[config.mk]
export PLATFORM = sky130hd
export DESIGN_NAME = sdft_bin_dumper_flat
export DESIGN_NICKNAME = d
export VERILOG_FILES = /design/src/rtl/sdft_bin_dumper_if.sv /design/src/rtl/sdft_bin_dumper.sv /design/src/flat_wrapper.sv
export SDC_FILE = /design/constraint.sdc
export NUM_CORES = 1
export LEC_CHECK = 0
export BUFFER_PORTS_ARGS = -buffer_cell sky130_fd_sc_hd__buf_2
export CAP_MARGIN = 40
export CORE_MARGIN = 2
export CORE_UTILIZATION = 45
export CTS_CLUSTER_SIZE = 20
export DETAILED_ROUTE_END_ITERATION = 8
export PLACE_DENSITY = 0.66
export REMOVE_ABC_BUFFERS = 1
export SLEW_MARGIN = 25
export SYNTH_ARGS = -nofsm -noshare
export SYNTH_HDL_FRONTEND = slang
export SYNTH_SLANG_ARGS = --single-unit
[constraint.sdc]
create_clock -name clk -period 5.55 [get_ports clk]
set_input_delay 0 -clock clk [delete_from_list [all_inputs] [get_ports clk]]
set_output_delay 0 -clock clk [all_outputs]
set_load 0.01 [all_outputs]
[src/rtl/sdft_bin_dumper_if.sv]
// Interface between the bin dumper, the SDFT core and the bin BRAM.
// The master modport is the dumper side.
interface sdft_bin_dumper_if #(
  parameter int unsigned FREQ_BINS = 16,
  parameter int unsigned DATA_W    = 16,
  parameter int unsigned OUT_W     = 16
);
  localparam int unsigned A_W = $clog2(FREQ_BINS) + 1;

  logic [7:0]               adc;
  logic [7:0]               sample;
  logic                     fft_ready;
  logic                     fft_start;
  logic                     fft_read;
  logic signed [DATA_W-1:0] bin_real;
  logic signed [DATA_W-1:0] bin_imag;
  logic                     bram_w_en;
  logic [A_W-1:0]           bram_w_addr;
  logic [OUT_W-1:0]         bram_w_data;
  logic                     dump_done;

  modport master (
    input  adc, fft_ready, bin_real, bin_imag,
    output sample, fft_start, fft_read, bram_w_en, bram_w_addr, bram_w_data, dump_done
  );

  modport slave (
    output adc, fft_ready, bin_real, bin_imag,
    input  sample, fft_start, fft_read, bram_w_en, bram_w_addr, bram_w_data, dump_done
  );
endinterface

[src/rtl/sdft_bin_dumper.sv]
// Feeds ADC samples to the SDFT and periodically dumps clamped |bin|^2 into the bar BRAM.
// Optional peak-hold with decay: define SDFT_BIN_DUMPER_PEAK_HOLD_EN.
module sdft_bin_dumper #(
  parameter int unsigned FREQ_BINS     = 16,
  parameter int unsigned DATA_W        = 16,
  parameter int unsigned OUT_W         = 16,
  parameter int unsigned UPDATE_PERIOD = 2048,
  parameter int unsigned SHIFT         = 8,
  parameter int unsigned CLAMP_MAX     = 640
`ifdef SDFT_BIN_DUMPER_PEAK_HOLD_EN
  ,
  parameter int unsigned DECAY         = 4
`endif
) (
  input  logic                  clk,
  input  logic                  reset,
  sdft_bin_dumper_if.master     bus
);
  localparam int unsigned K_W   = $clog2(FREQ_BINS);
  localparam int unsigned CNT_W = $clog2(UPDATE_PERIOD);
  localparam int unsigned SQ_W  = 2 * DATA_W;
  localparam int unsigned SUM_W = SQ_W + 1;

  typedef enum logic [1:0] {
    ST_SAMPLE = 2'd0,
    ST_DUMP   = 2'd1,
    ST_DONE   = 2'd2
  } state_e;

  state_e             state_q;
  logic [CNT_W-1:0]   cnt_q;
  logic [K_W-1:0]     k_q;
  logic [7:0]         sample_q;
  logic               start_q;
  logic               read_q;
  logic               pend_q;
  logic               v1_q;
  logic               v2_q;
  logic [SQ_W-1:0]    sq_re_q;
  logic [SQ_W-1:0]    sq_im_q;
  logic               w_en_q;
  logic [K_W:0]       w_addr_q;
  logic [OUT_W-1:0]   w_data_q;
  logic               done_q;

  logic signed [SQ_W-1:0] re_sq_d;
  logic signed [SQ_W-1:0] im_sq_d;
  logic [SUM_W-1:0]       sum_d;
  logic [SUM_W-1:0]       shf_d;
  logic [OUT_W-1:0]       mag_d;
  logic [OUT_W-1:0]       wdata_d;

  // Squares of the bin presented the cycle after fft_read; always non-negative.
  assign re_sq_d = SQ_W'(bus.bin_real) * SQ_W'(bus.bin_real);
  assign im_sq_d = SQ_W'(bus.bin_imag) * SQ_W'(bus.bin_imag);

`ifdef SDFT_BIN_DUMPER_PEAK_HOLD_EN
  logic [OUT_W-1:0] held_q [FREQ_BINS];
  logic [OUT_W-1:0] held_cur_d;
  logic [OUT_W-1:0] decayed_d;
`endif

  // Sum, scale and saturate; the extra sum bit keeps the (-max,-max) corner exact.
  always_comb begin
    sum_d = SUM_W'(sq_re_q) + SUM_W'(sq_im_q);
    shf_d = sum_d >> SHIFT;
    mag_d = (shf_d > SUM_W'(CLAMP_MAX)) ? OUT_W'(CLAMP_MAX) : OUT_W'(shf_d);
`ifdef SDFT_BIN_DUMPER_PEAK_HOLD_EN
    held_cur_d = held_q[k_q];
    decayed_d  = (held_cur_d > OUT_W'(DECAY)) ? (held_cur_d - OUT_W'(DECAY)) : '0;
    wdata_d    = (mag_d > decayed_d) ? mag_d : decayed_d;
`else
    wdata_d    = mag_d;
`endif
  end

  always_ff @(posedge clk) begin
    if (reset) begin
      state_q  <= ST_SAMPLE;
      cnt_q    <= '0;
      k_q      <= '0;
      sample_q <= '0;
      start_q  <= 1'b0;
      read_q   <= 1'b0;
      pend_q   <= 1'b0;
      v1_q     <= 1'b0;
      v2_q     <= 1'b0;
      sq_re_q  <= '0;
      sq_im_q  <= '0;
      w_en_q   <= 1'b0;
      w_addr_q <= '0;
      w_data_q <= '0;
      done_q   <= 1'b0;
`ifdef SDFT_BIN_DUMPER_PEAK_HOLD_EN
      for (int unsigned i = 0; i < FREQ_BINS; i++) held_q[i] <= '0;
`endif
    end else begin
      start_q <= 1'b0;
      read_q  <= 1'b0;
      w_en_q  <= 1'b0;
      done_q  <= 1'b0;
      v1_q    <= read_q;
      v2_q    <= v1_q;
      if (v1_q) begin
        sq_re_q <= re_sq_d;
        sq_im_q <= im_sq_d;
      end

      case (state_q)
        ST_SAMPLE: begin
          if (bus.fft_ready) begin
            sample_q <= bus.adc;
            start_q  <= 1'b1;
            if (cnt_q == CNT_W'(UPDATE_PERIOD - 1)) begin
              cnt_q   <= '0;
              state_q <= ST_DUMP;
            end else begin
              cnt_q <= cnt_q + CNT_W'(1);
            end
          end
        end

        ST_DUMP: begin
          // One read in flight at a time; the write retires it.
          if (bus.fft_ready && !pend_q) begin
            read_q <= 1'b1;
            pend_q <= 1'b1;
          end
          if (v2_q) begin
            w_en_q   <= 1'b1;
            w_addr_q <= {1'b0, k_q};
            w_data_q <= wdata_d;
            pend_q   <= 1'b0;
`ifdef SDFT_BIN_DUMPER_PEAK_HOLD_EN
            held_q[k_q] <= wdata_d;
`endif
            if (k_q == K_W'(FREQ_BINS - 1)) begin
              k_q     <= '0;
              state_q <= ST_DONE;
            end else begin
              k_q <= k_q + K_W'(1);
            end
          end
        end

        ST_DONE: begin
          done_q  <= 1'b1;
          state_q <= ST_SAMPLE;
        end

        default: state_q <= ST_SAMPLE;
      endcase
    end
  end

  assign bus.sample      = sample_q;
  assign bus.fft_start   = start_q;
  assign bus.fft_read    = read_q;
  assign bus.bram_w_en   = w_en_q;
  assign bus.bram_w_addr = w_addr_q;
  assign bus.bram_w_data = w_data_q;
  assign bus.dump_done   = done_q;
endmodule

[src/flat_wrapper.sv]
// flat-port wrapper written by rule: the top's interface ports become plain ports
module sdft_bin_dumper_flat 
#(
  parameter int unsigned FREQ_BINS     = 16,
  parameter int unsigned DATA_W        = 16,
  parameter int unsigned OUT_W         = 16,
  parameter int unsigned UPDATE_PERIOD = 2048,
  parameter int unsigned SHIFT         = 8,
  parameter int unsigned CLAMP_MAX     = 640

)
  (clk, reset, bus_adc, bus_fft_ready, bus_bin_real, bus_bin_imag, bus_sample, bus_fft_start, bus_fft_read, bus_bram_w_en, bus_bram_w_addr, bus_bram_w_data, bus_dump_done);
  sdft_bin_dumper_if #(.FREQ_BINS(FREQ_BINS), .DATA_W(DATA_W), .OUT_W(OUT_W)) bus_i ();
  input  logic clk;
  input  logic reset;
  input wire logic [$bits(bus_i.adc)-1:0] bus_adc;
  input wire logic [$bits(bus_i.fft_ready)-1:0] bus_fft_ready;
  input wire logic [$bits(bus_i.bin_real)-1:0] bus_bin_real;
  input wire logic [$bits(bus_i.bin_imag)-1:0] bus_bin_imag;
  output wire logic [$bits(bus_i.sample)-1:0] bus_sample;
  output wire logic [$bits(bus_i.fft_start)-1:0] bus_fft_start;
  output wire logic [$bits(bus_i.fft_read)-1:0] bus_fft_read;
  output wire logic [$bits(bus_i.bram_w_en)-1:0] bus_bram_w_en;
  output wire logic [$bits(bus_i.bram_w_addr)-1:0] bus_bram_w_addr;
  output wire logic [$bits(bus_i.bram_w_data)-1:0] bus_bram_w_data;
  output wire logic [$bits(bus_i.dump_done)-1:0] bus_dump_done;
  assign bus_i.adc = bus_adc;
  assign bus_i.fft_ready = bus_fft_ready;
  assign bus_i.bin_real = bus_bin_real;
  assign bus_i.bin_imag = bus_bin_imag;
  assign bus_sample = bus_i.sample;
  assign bus_fft_start = bus_i.fft_start;
  assign bus_fft_read = bus_i.fft_read;
  assign bus_bram_w_en = bus_i.bram_w_en;
  assign bus_bram_w_addr = bus_i.bram_w_addr;
  assign bus_bram_w_data = bus_i.bram_w_data;
  assign bus_dump_done = bus_i.dump_done;
  sdft_bin_dumper #(.FREQ_BINS(FREQ_BINS), .DATA_W(DATA_W), .OUT_W(OUT_W), .UPDATE_PERIOD(UPDATE_PERIOD), .SHIFT(SHIFT), .CLAMP_MAX(CLAMP_MAX)) u_core (.clk(clk), .reset(reset), .bus(bus_i));
endmodule
==> summary.txt <==
STA
  – Maximum clock frequency: 177 MHz
  – Fin Clk Skew: 0.0124 ns
  – Slew headroom: 0.547
  – Final min period: 5.65 ns
  – Final setup vio count: 1
  – Min Hold Slack: 0.217 ns
  – Unrepaired setup endpoints after global routing: true
  – Final period util: 1.02
  – Setup ws final: -0.101 ns
  – Worst slew pin tran: 0.674 ns
  – Hold Fails Final Rpt: 0
  – Final-report max-slew violation count: 0

Floorplan
  – DIE WIDTH: 231 um
  – Initial Utilization: 0.454
  – Die ar.: 0.0534 sq mm
  – Total core area: 0.0512 sq mm
  – IO Count: 76
  – DIE HEIGHT: 231 um
  – FP Rows: 83

GRT
  – First-pass GRT wire length: 91.9 mm
  – Vias in the first global route: 19.9k
  – Largest net degree at the start of global routing: 49
  – Initial antenna violation count: 0
  – GRT overflow: 0
  – Total Routing Usage GR: 0.208

Synthesis
  – Post-Synth Simple-Gate Area: 0.131
  – Most frequent cells after synthesis: inv_1, fa_1, nand2_1, ha_1, nor2_1
  – Post-Synthesis Cells: 2,611
  – Yosys top cell area share: 0.403
  – Synth Area in XOR/XNOR: 0.0377
  – Yosys top cell by area: fa_1
  – Netlist Area Pre-Place: 0.0232 sq mm
  – Ys async rst share: 0
  – Seq cells post-synth: 112
  – EDFF count, synth: 0
  – Post-synthesis adder-cell area fraction: 0.515
  – Mux contribution to synthesized area: 0.0138
  – Largest family of logic cells by synthesized area: adder cells
  – Top area cells in the synthesized netlist: fa_1, ha_1, inv_1
  – Synth cell types: 69
  – Post-synthesis compound-gate area fraction: 0.0895
  – Count leader, synth: inv_1
  – Syn Area/Cell: 8.89 sq um
  – Synth Flop Type: dfxtp_1
  – Syn. warnings: 0
  – Register area share after synthesis: 0.0966

Critical path
  – Reg2reg start: u_core.sq_im_q[12]$_SDFFE_PP0P_
  – Reg2reg setup slack: 1.95 ns
  – CP startpoint kind: input pin
  – Max incr delay on CP: 0.62 ns
  – WS Path Type: input pin to flop
  – R2R cell count: 10
  – Crit path max-delay cell type: fa_1
  – Worst r2r dst: u_core.bus.bram_w_data[1]$_SDFFE_PP0P_
  – Sequence of cells on the critical path: buf_8 -> and2_4 -> fa_1 -> inv_2 -> fa_2 -> fa_1 -> fa_1 -> inv_2 -> fa_1 -> fa_1 -> ha_4 -> buf_6 -> a21oi_2 -> nor3b_1 -> a211oi_1 -> buf_4 -> a211oi_4 -> o21ai_4 -> o22ai_2 -> o41a_1 -> o41a_1 -> a211o_1
  – WP data required: 5.78 ns
  – Critical path peak fanout: 6
  – CP dominant cell by count: fa_1
  – Critical Path End Type: flop
  – Crit path DAT: 5.88 ns

Clocking
  – Worst-path clk slew: 0.08 ns
  – TritonCTS Buffers: 9
  – CTS tree: yes
  – CTS root buf: clkbuf_16
  – Clk_lat worst skew: 0.35 ns
  – Max H-tree Level: 3
  – Longest Clk Path Bufs: 2
  – Clock sink count: 112

Cells and area
  – Post-layout net count: 3,657
  – Final core utilization: 0.544
  – Number of antenna diodes: 0
  – Area Growth Syn to Fin: 19.9%
  – Fillers: 4,580
  – Share of cells above drive strength 1: 0.187
  – Design Area, Final: 0.0278 sq mm

Routing
  – Uppermost layer routed: met4
  – Antenna Nets Post-Route: 0
  – Vias post-DR: 18.3k
  – WL final: 53.4 mm
  – Met1 WL: 23.2 mm
  – DRT Pass-1 Iters: 8
  – Initial drt markers: 813
  – Drt via density: 5.04
  – Met3 wire length: 1.73 mm
  – Drt wl/cell: 14.7 um
  – DRC: 0
  – Routed met2 length: 27.9 mm

Placed design
  – Placed Instance Area: 0.0263 sq mm
  – Gpl congestion: 0.887
  – Port buffer count: 74
  – Final HPWL DP: 45.8 mm

Hold path
  – Hold Crit Class: input pin to flop
  – Worst Hold End: u_core.sq_im_q[4]$_SDFFE_PP0P_
  – Hold path start: reset
  – Hold Path Depth: 3

Status
  – Status: complete, but fails checks
  – Violated checks: negative setup slack

Run
  – Max-Cap Viols: 0
-- registers in the layout, summed over array words and instances (netlist names), 2 cells and up --
signal	count
u_core.state_q	2
u_core.sq_im_q	30
u_core.bus.bram_w_addr	4
u_core.cnt_q	11
u_core.bus.sample	8
u_core.sq_re_q	30
u_core.bus.bram_w_data	16
u_core.k_q	4
-- how the worst max path moves through the flow --
stage                     start                               to  depth (start not counted)
2_1_floorplan  bus_bin_real[15]  u_core.sq_re_q[30]$_SDFFE_PP0P_                         20
3_3_place_gp    bus_bin_real[3]  u_core.sq_re_q[30]$_SDFFE_PP0P_                         25
3_5_place_dp    bus_bin_real[3]  u_core.sq_re_q[30]$_SDFFE_PP0P_                         23
4_1_cts         bus_bin_real[2]  u_core.sq_re_q[30]$_SDFFE_PP0P_                         23
5_1_grt         bus_bin_real[2]  u_core.sq_re_q[30]$_SDFFE_PP0P_                         23
6_report       bus_bin_real[10]  u_core.sq_re_q[30]$_SDFFE_PP0P_                         22
-- routing by layer --
layer	global-route usage	vias to the layer above
met1	0.274	9293
li1	-	8648
met5	0	-
met2	0.379	289
met4	0.0317	0
met3	0.0188	46
-- kinds of logic (layout without fill, tap and decap cells) --
logic type	count (synthesis)	after routing
buffers and inverters	715	1047
adder cells (fa/ha/maj)	676	676
other	1	1
multiplexers	32	32
flip-flops	112	112
AO/OA/AOI/OAI	312	312
XOR/XNOR	100	100
AND/OR/NAND/NOR	663	663
-- critical path, delay by kind of cell --
| family | cells | cell delay, ns |
|---|---|---|
| compound gates | 8 | 1.77 |
| fa+ha+maj | 7 | 3.37 |
| buf+inv | 5 | 0.51 |
| simple gates | 2 | 0.22 |
-- cells in the final DEF, fill, tap and decap left out, types with 32 or more instances in the layout --
cell and count:
nand2_1 235, and2_1 81, ha_1 194, dfxtp_1 111
buf_4 293, nor3_1 33, buf_6 32, mux2i_1 32
xnor2_1 75, nor2_1 163, fa_1 455, a21o_1 44
inv_1 621, a21oi_1 83, buf_2 46
-- metrics by stage --
| stage | cells | setup slack [ns] | setup TNS [ns] |
|---|---|---|---|
| after floorplan | 2532 | -0.239 | -0.363 |
| after global placement | 3576 | -0.511 | -5.32 |
| after detailed placement | 3576 | -0.600 | -6.38 |
| after CTS | 3606 | -0.112 | -0.112 |
| after global routing | 3623 | -0.210 | -0.711 |
| final | 3623 | -0.101 | -0.101 |
-- layout make-up --
type                    count  area [sq um]  share of cell area
flip-flops and latches    112          2240              0.0806
inverters                 636          2400              0.0862
repair buffers            395          3090               0.111
clock inverters             6          57.6             0.00207
well taps                 680           851              0.0306
clock buffers              10           229             0.00823
multi-input cells        1784         19000               0.681
-- what timing repair did --
item,CTS,global route
hold endpoints to repair,10,0
resized for setup,65,182
pin swaps,25,65
buffers inserted,5,16
hold buffers,9,0
setup endpoints to repair,7,24
Power is not shown: default switching activity piles up to over one toggle a cycle in this logic, so the estimate is an artifact.
